[src/rtl/clk_div_ctrl.sv]
// -----------------------------------------------------------------------------
// clk_div_ctrl
//   Run-time controller for the clock-division prescaler. Counts clk_in cycles
//   against a divisor and emits a one-cycle clock-enable pulse (tick) every
//   cur_div+1 cycles, plus a 50% square wave (clk_out) that toggles on each
//   tick. Adds start/stop, single-step while stopped, and a valid/ready
//   handshake for reloading the divisor without disturbing the period that is
//   already in progress.
//
// Parameters
//   WIDTH        counter / divisor width in bits
//   DEFAULT_DIV  divisor in force after reset (tick period = div+1 cycles)
//   START_RUN    1: RUN after reset, 0: STOP after reset
//
// Ports
//   clk_in     in   system clock, everything on the rising edge
//   rst_n      in   asynchronous active-low reset
//   start      in   STOP -> RUN (ignored if stop is also high)
//   stop       in   RUN -> STOP (wins over start)
//   step       in   one tick while in STOP (start wins if both high)
//   cfg_div    in   new divisor value
//   cfg_valid  in   cfg_div valid
//   cfg_ready  out  controller can accept cfg_div (no reload pending)
//   tick       out  one-cycle enable pulse per period (registered)
//   clk_out    out  toggles on every tick (registered, observation only)
//   running    out  1 while in RUN
//   cur_div    out  divisor currently in force
// -----------------------------------------------------------------------------
module clk_div_ctrl #(
    parameter int unsigned WIDTH       = 32,
    parameter int unsigned DEFAULT_DIV = 5000,
    parameter bit          START_RUN   = 1'b1
) (
    input  logic             clk_in,
    input  logic             rst_n,
    input  logic             start,
    input  logic             stop,
    input  logic             step,
    input  logic [WIDTH-1:0] cfg_div,
    input  logic             cfg_valid,
    output logic             cfg_ready,
    output logic             tick,
    output logic             clk_out,
    output logic             running,
    output logic [WIDTH-1:0] cur_div
);

    typedef enum logic {
        ST_STOP = 1'b0,
        ST_RUN  = 1'b1
    } state_e;

    localparam logic [WIDTH-1:0] RST_DIV   = WIDTH'(DEFAULT_DIV);
    localparam state_e           RST_STATE = START_RUN ? ST_RUN : ST_STOP;

    state_e           state_q,    state_d;
    logic [WIDTH-1:0] count_q,    count_d;
    logic [WIDTH-1:0] cur_div_q,  cur_div_d;
    logic [WIDTH-1:0] pend_div_q, pend_div_d;
    logic             pend_q,     pend_d;
    logic             tick_q,     tick_d;
    logic             clk_out_q,  clk_out_d;

    logic             cfg_accept;
    logic             terminal;

    // A reload can only be captured while nothing is pending, so capture and
    // apply never fight over pend on the same edge.
    assign cfg_accept = cfg_valid && !pend_q;

    // >= rather than == so a count left above a shrunken divisor still
    // terminates; it also means count never needs to pass cur_div, so the
    // +1 below cannot wrap even at the all-ones divisor.
    assign terminal = (count_q >= cur_div_q);

    always_comb begin
        state_d    = state_q;
        count_d    = count_q;
        cur_div_d  = cur_div_q;
        pend_div_d = pend_div_q;
        pend_d     = pend_q;
        tick_d     = 1'b0;
        clk_out_d  = clk_out_q;

        if (state_q == ST_RUN) begin
            // The counter keeps running on the edge that samples stop; the
            // state change takes effect from the following cycle.
            if (stop) begin
                state_d = ST_STOP;
            end
            if (terminal) begin
                count_d   = '0;
                tick_d    = 1'b1;
                clk_out_d = ~clk_out_q;
                // Reloads land only on a period boundary, so the period in
                // progress always completes with the old divisor.
                if (pend_q) begin
                    cur_div_d = pend_div_q;
                    pend_d    = 1'b0;
                end
            end else begin
                count_d = count_q + WIDTH'(1);
            end
        end else begin
            // STOP: count holds so that start resumes mid-period.
            if (start && !stop) begin
                state_d = ST_RUN;
            end else if (step) begin
                count_d   = '0;
                tick_d    = 1'b1;
                clk_out_d = ~clk_out_q;
            end
            // No period is in flight while stopped, so a reload applies at
            // once and restarts the count.
            if (pend_q) begin
                cur_div_d = pend_div_q;
                pend_d    = 1'b0;
                count_d   = '0;
            end
        end

        if (cfg_accept) begin
            pend_div_d = cfg_div;
            pend_d     = 1'b1;
        end
    end

    always_ff @(posedge clk_in or negedge rst_n) begin
        if (!rst_n) begin
            state_q    <= RST_STATE;
            count_q    <= '0;
            cur_div_q  <= RST_DIV;
            pend_div_q <= '0;
            pend_q     <= 1'b0;
            tick_q     <= 1'b0;
            clk_out_q  <= 1'b0;
        end else begin
            state_q    <= state_d;
            count_q    <= count_d;
            cur_div_q  <= cur_div_d;
            pend_div_q <= pend_div_d;
            pend_q     <= pend_d;
            tick_q     <= tick_d;
            clk_out_q  <= clk_out_d;
        end
    end

    assign cfg_ready = !pend_q;
    assign tick      = tick_q;
    assign clk_out   = clk_out_q;
    assign running   = (state_q == ST_RUN);
    assign cur_div   = cur_div_q;

endmodule
[config.mk]
export PLATFORM = sky130hd
export DESIGN_NAME = clk_div_ctrl
export DESIGN_NICKNAME = d
export VERILOG_FILES = /design/src/rtl/clk_div_ctrl.sv
export SDC_FILE = /design/constraint.sdc
export NUM_CORES = 1
export LEC_CHECK = 0
export CAP_MARGIN = 20
export CORE_UTILIZATION = 56
export CTS_BUF_LIST = sky130_fd_sc_hd__clkbuf_4 sky130_fd_sc_hd__clkbuf_8
export DETAILED_ROUTE_END_ITERATION = 10
export PLACE_DENSITY = 0.79
export SYNTH_ARGS = -nofsm -noshare
export SYNTH_HDL_FRONTEND = slang
export SYNTH_SLANG_ARGS = --single-unit
[constraint.sdc]
create_clock -name clk_in -period 8.25 [get_ports clk_in]
set_clock_uncertainty 0.2 [all_clocks]
set_input_delay 0.825 -clock clk_in [delete_from_list [all_inputs] [get_ports clk_in]]
set_output_delay 0.825 -clock clk_in [all_outputs]
set_load 0.01 [all_outputs]
==> results by group <==
Run status
  – Status: finished, final reports clean

Final layout
  – Fin area: 6040 um^2
  – Area Growth Syn to Fin: 20.2%
  – Fin nets: 583
  – Layout cell share with drive strength beyond 1: 0.186
  – Antenna fix cells: 0

Synth
  – Mapped Avg Cell Area: 11.4 um^2
  – Multiplexer share of the synthesized area: 0.143
  – Post-synthesis adder-cell area fraction: 0.0822
  – Post-synthesis xor/xnor area fraction: 0.0349
  – Syn nets: 511
  – Synthesis Warnings: 0
  – Largest family of logic cells by synthesized area: multiplexers
  – Post-synth top area share: 0.468
  – Area leader, netlist: dfrtp_1
  – Simple-gate portion of the synthesized area: 0.113
  – EDFF count, synth: 0
  – FF+latch count, synth: 100
  – Top post-synthesis cells by area: dfrtp_1, mux2_2, ha_1
  – Ys flop type: dfrtp_1
  – Library cells used by synthesis: 47
  – Async set or reset register ratio after synthesis: 1.00
  – Register area share after synthesis: 0.499
  – Post-Synthesis Cell Area: 5030 um^2
  – Mapped Cells: 440
  – Compound-cell area share of the yosys netlist: 0.0851

Die
  – Row count: 34
  – DIE AREA: 9360 um^2
  – Die width: 96.7 um
  – Io pins: 74
  – DIE HEIGHT: 96.7 um
  – CORE AREA: 8720 um^2
  – Initial core utilization: 0.576

Route
  – Drt drc: 0
  – Avg Vias per Cell: 5.75
  – Drt wl/cell: 16.5 um
  – DR iter-0 viols: 197
  – DR vias: 3594
  – Antenna-violating nets left: 0
  – TritonRoute pass-1 iters: 4
  – Drt total wl: 10.3 mm

Worst hold path
  – Hold Crit Class: in2async

Placement
  – Routability Congestion: 0.847
  – Port buffer count: 73
  – Placed Instance Area: 5840 um^2
  – DP Wirelength: 7.28 mm

Clock tree
  – Clk root buf: clkbuf_8
  – Setup repair bufs after CTS: 0
  – Clk slew on worst S/H paths: 0.10 ns
  – Clock Path Buffers: 2
  – H-Tree Depth: 3
  – Resized cells post-CTS: 0
  – CTS tree: yes
  – Hold buffers post-CTS: 0
  – Sink Count: 100
  – Worst-Skew Late Latency: 0.37 ns
  – CTS Buf Count: 9

Power
  – P per Cell Area: 243 nW/um^2
  – Leakage: 2.74 nW
  – Power, Total: 1.47 mW
  – Worst vdd ir: 0.143 mV

Worst setup path
  – Worst EP required: 8.30 ns
  – CP Capture Type: register
  – Arrival @ worst endpoint: 3.63 ns
  – Slowest stage delay, CP: 0.64 ns
  – Critical Path Slowest Stage Cell: o21ai_2
  – Crit Path Class: reg2reg
  – Critical-path cell list: inv_1 -> ha_1 -> a21oi_1 -> o21ai_0 -> a221o_1 -> o211a_1 -> o21ai_2 -> buf_4 -> mux2_2
  – Critical path buffers and inverters: 2
  – Critical path's top delay family: compound AO/OA/AOI/OAI gates
  – Startpoint Class: register
  – Critical path peak fanout: 19

Global routing
  – Global route hottest layer: met2
  – Grt met2 use: 0.361
  – Vias in the first global route: 3642
  – Met3 layer usage reported by global route: 0.0397
  – GRT overflow: 0
  – Largest net degree at the start of global routing: 54
  – All-layer global routing usage: 0.233
  – Global-route wire length before repair: 17.6 mm
  – Initial antenna violation count: 0
  – Met1 Usage GRT: 0.332

STA
  – Post-Route Setup TNS: 0 ns
  – Hold Fails Final Rpt: 0
  – Period utilization: 0.434
  – Max Clock Freq: 279 MHz
  – Worst Tran Pin Value: 0.992 ns
  – Hold slack: 0.282 ns
  – Slew HR: 0.337
  – Min cycle time layout: 3.58 ns
  – Final setup violation count: 0
  – RSZ-0062 raised after global routing: false
  – Max-slew violations: 0

Flow run
  – Max-cap violation count: 0
[worst paths after layout]
path,depth (start not counted),from,slack (ns),end
max,9,cur_div[9],4.67,cur_div[14]
max reg2reg,9,cur_div[9],4.67,cur_div[14]
min reg2reg,1,clk_out,0.28,clk_out
min in group clk_in,1,clk_out,0.28,clk_out
max in group asynchronous,2,rst_n,6.50,cur_div[20]
min,1,rst_n,0.28,cur_div[6]
[layer usage]
metal  part of all wire  up-vias
li1                   -     1691
met4              0.021        0
met5                  0        -
met1               0.46     1786
met3              0.053       16
met2               0.47      101
[synthesized netlist by cell type, types with 5 or more instances]
master	instances
a21oi_1	12
a22o_1	6
o31ai_1	5
nand2_1	27
dfrtp_1	94
xor2_1	8
xnor2_1	12
and3_1	7
nand3_1	13
nor2b_1	5
nor3_1	5
ha_1	33
a21o_1	5
nor2_1	33
o21ai_0	6
inv_1	37
clkbuf_1	7
dfstp_2	6
nand4_1	8
mux2_2	64
[kinds of logic (layout without fill, tap and decap cells)]
group,count (synthesis),in the layout
AND/OR/NAND/NOR,114,114
flip-flops,100,100
AO/OA/AOI/OAI,58,58
buffers and inverters,51,128
adder cells (fa/ha/maj),33,33
XOR/XNOR,20,20
multiplexers,64,64
[flip-flops by register name (all words and copies together) (netlist names)]
signal,count
clk_out,1
count_q,32
cur_div,32
pend_div_q,32
pend_q,1
running,1
tick,1
[power breakdown]
group          internal [mW]  switching, mW
sequential             0.602         0.0795
combinational          0.266          0.198
clock                  0.153          0.171
[layout make-up]
type,instances,area [um^2]
Tap cell,108,135
Inverter,37,139
Fill cell,671,2680
Multi-Input combinational cell,289,2310
Clock buffer,11,145
Clock inverter,5,60.1
Sequential cell,100,2510
Timing Repair Buffer,75,743
[per-stage QoR]
stage / setup slack (ns) / util / std cells
after floorplan: 5.53 / - / 440
after global placement: 4.72 / 0.669 / 609
after detailed placement: 4.67 / 0.669 / 609
after CTS: 4.65 / 0.693 / 625
after global routing: 4.42 / 0.693 / 625
final: 4.67 / 0.693 / 625
[placed cells by master (no fill, tap or decap), types with 4 or more instances in the layout]
cell | Yosys | final
dfrtp_1 | 94 | 94
clkdlybuf4s50_1 | 0 | 72
mux2_2 | 64 | 64
inv_1 | 37 | 37
nor2_1 | 33 | 33
ha_1 | 33 | 33
nand2_1 | 27 | 27
nand3_1 | 13 | 13
a21oi_1 | 12 | 12
xnor2_1 | 12 | 12
clkbuf_8 | 0 | 10
nand4_1 | 8 | 8
xor2_1 | 8 | 8
and3_1 | 7 | 7
o21ai_0 | 6 | 6
a22o_1 | 6 | 6
dfstp_2 | 6 | 6
a21o_1 | 5 | 5
o31ai_1 | 5 | 5
nor3_1 | 5 | 5
nand2b_1 | 4 | 4
and4_1 | 4 | 4
a31oi_1 | 4 | 4
nor2b_1 | 5 | 4
(Power assumes the default switching activity.)
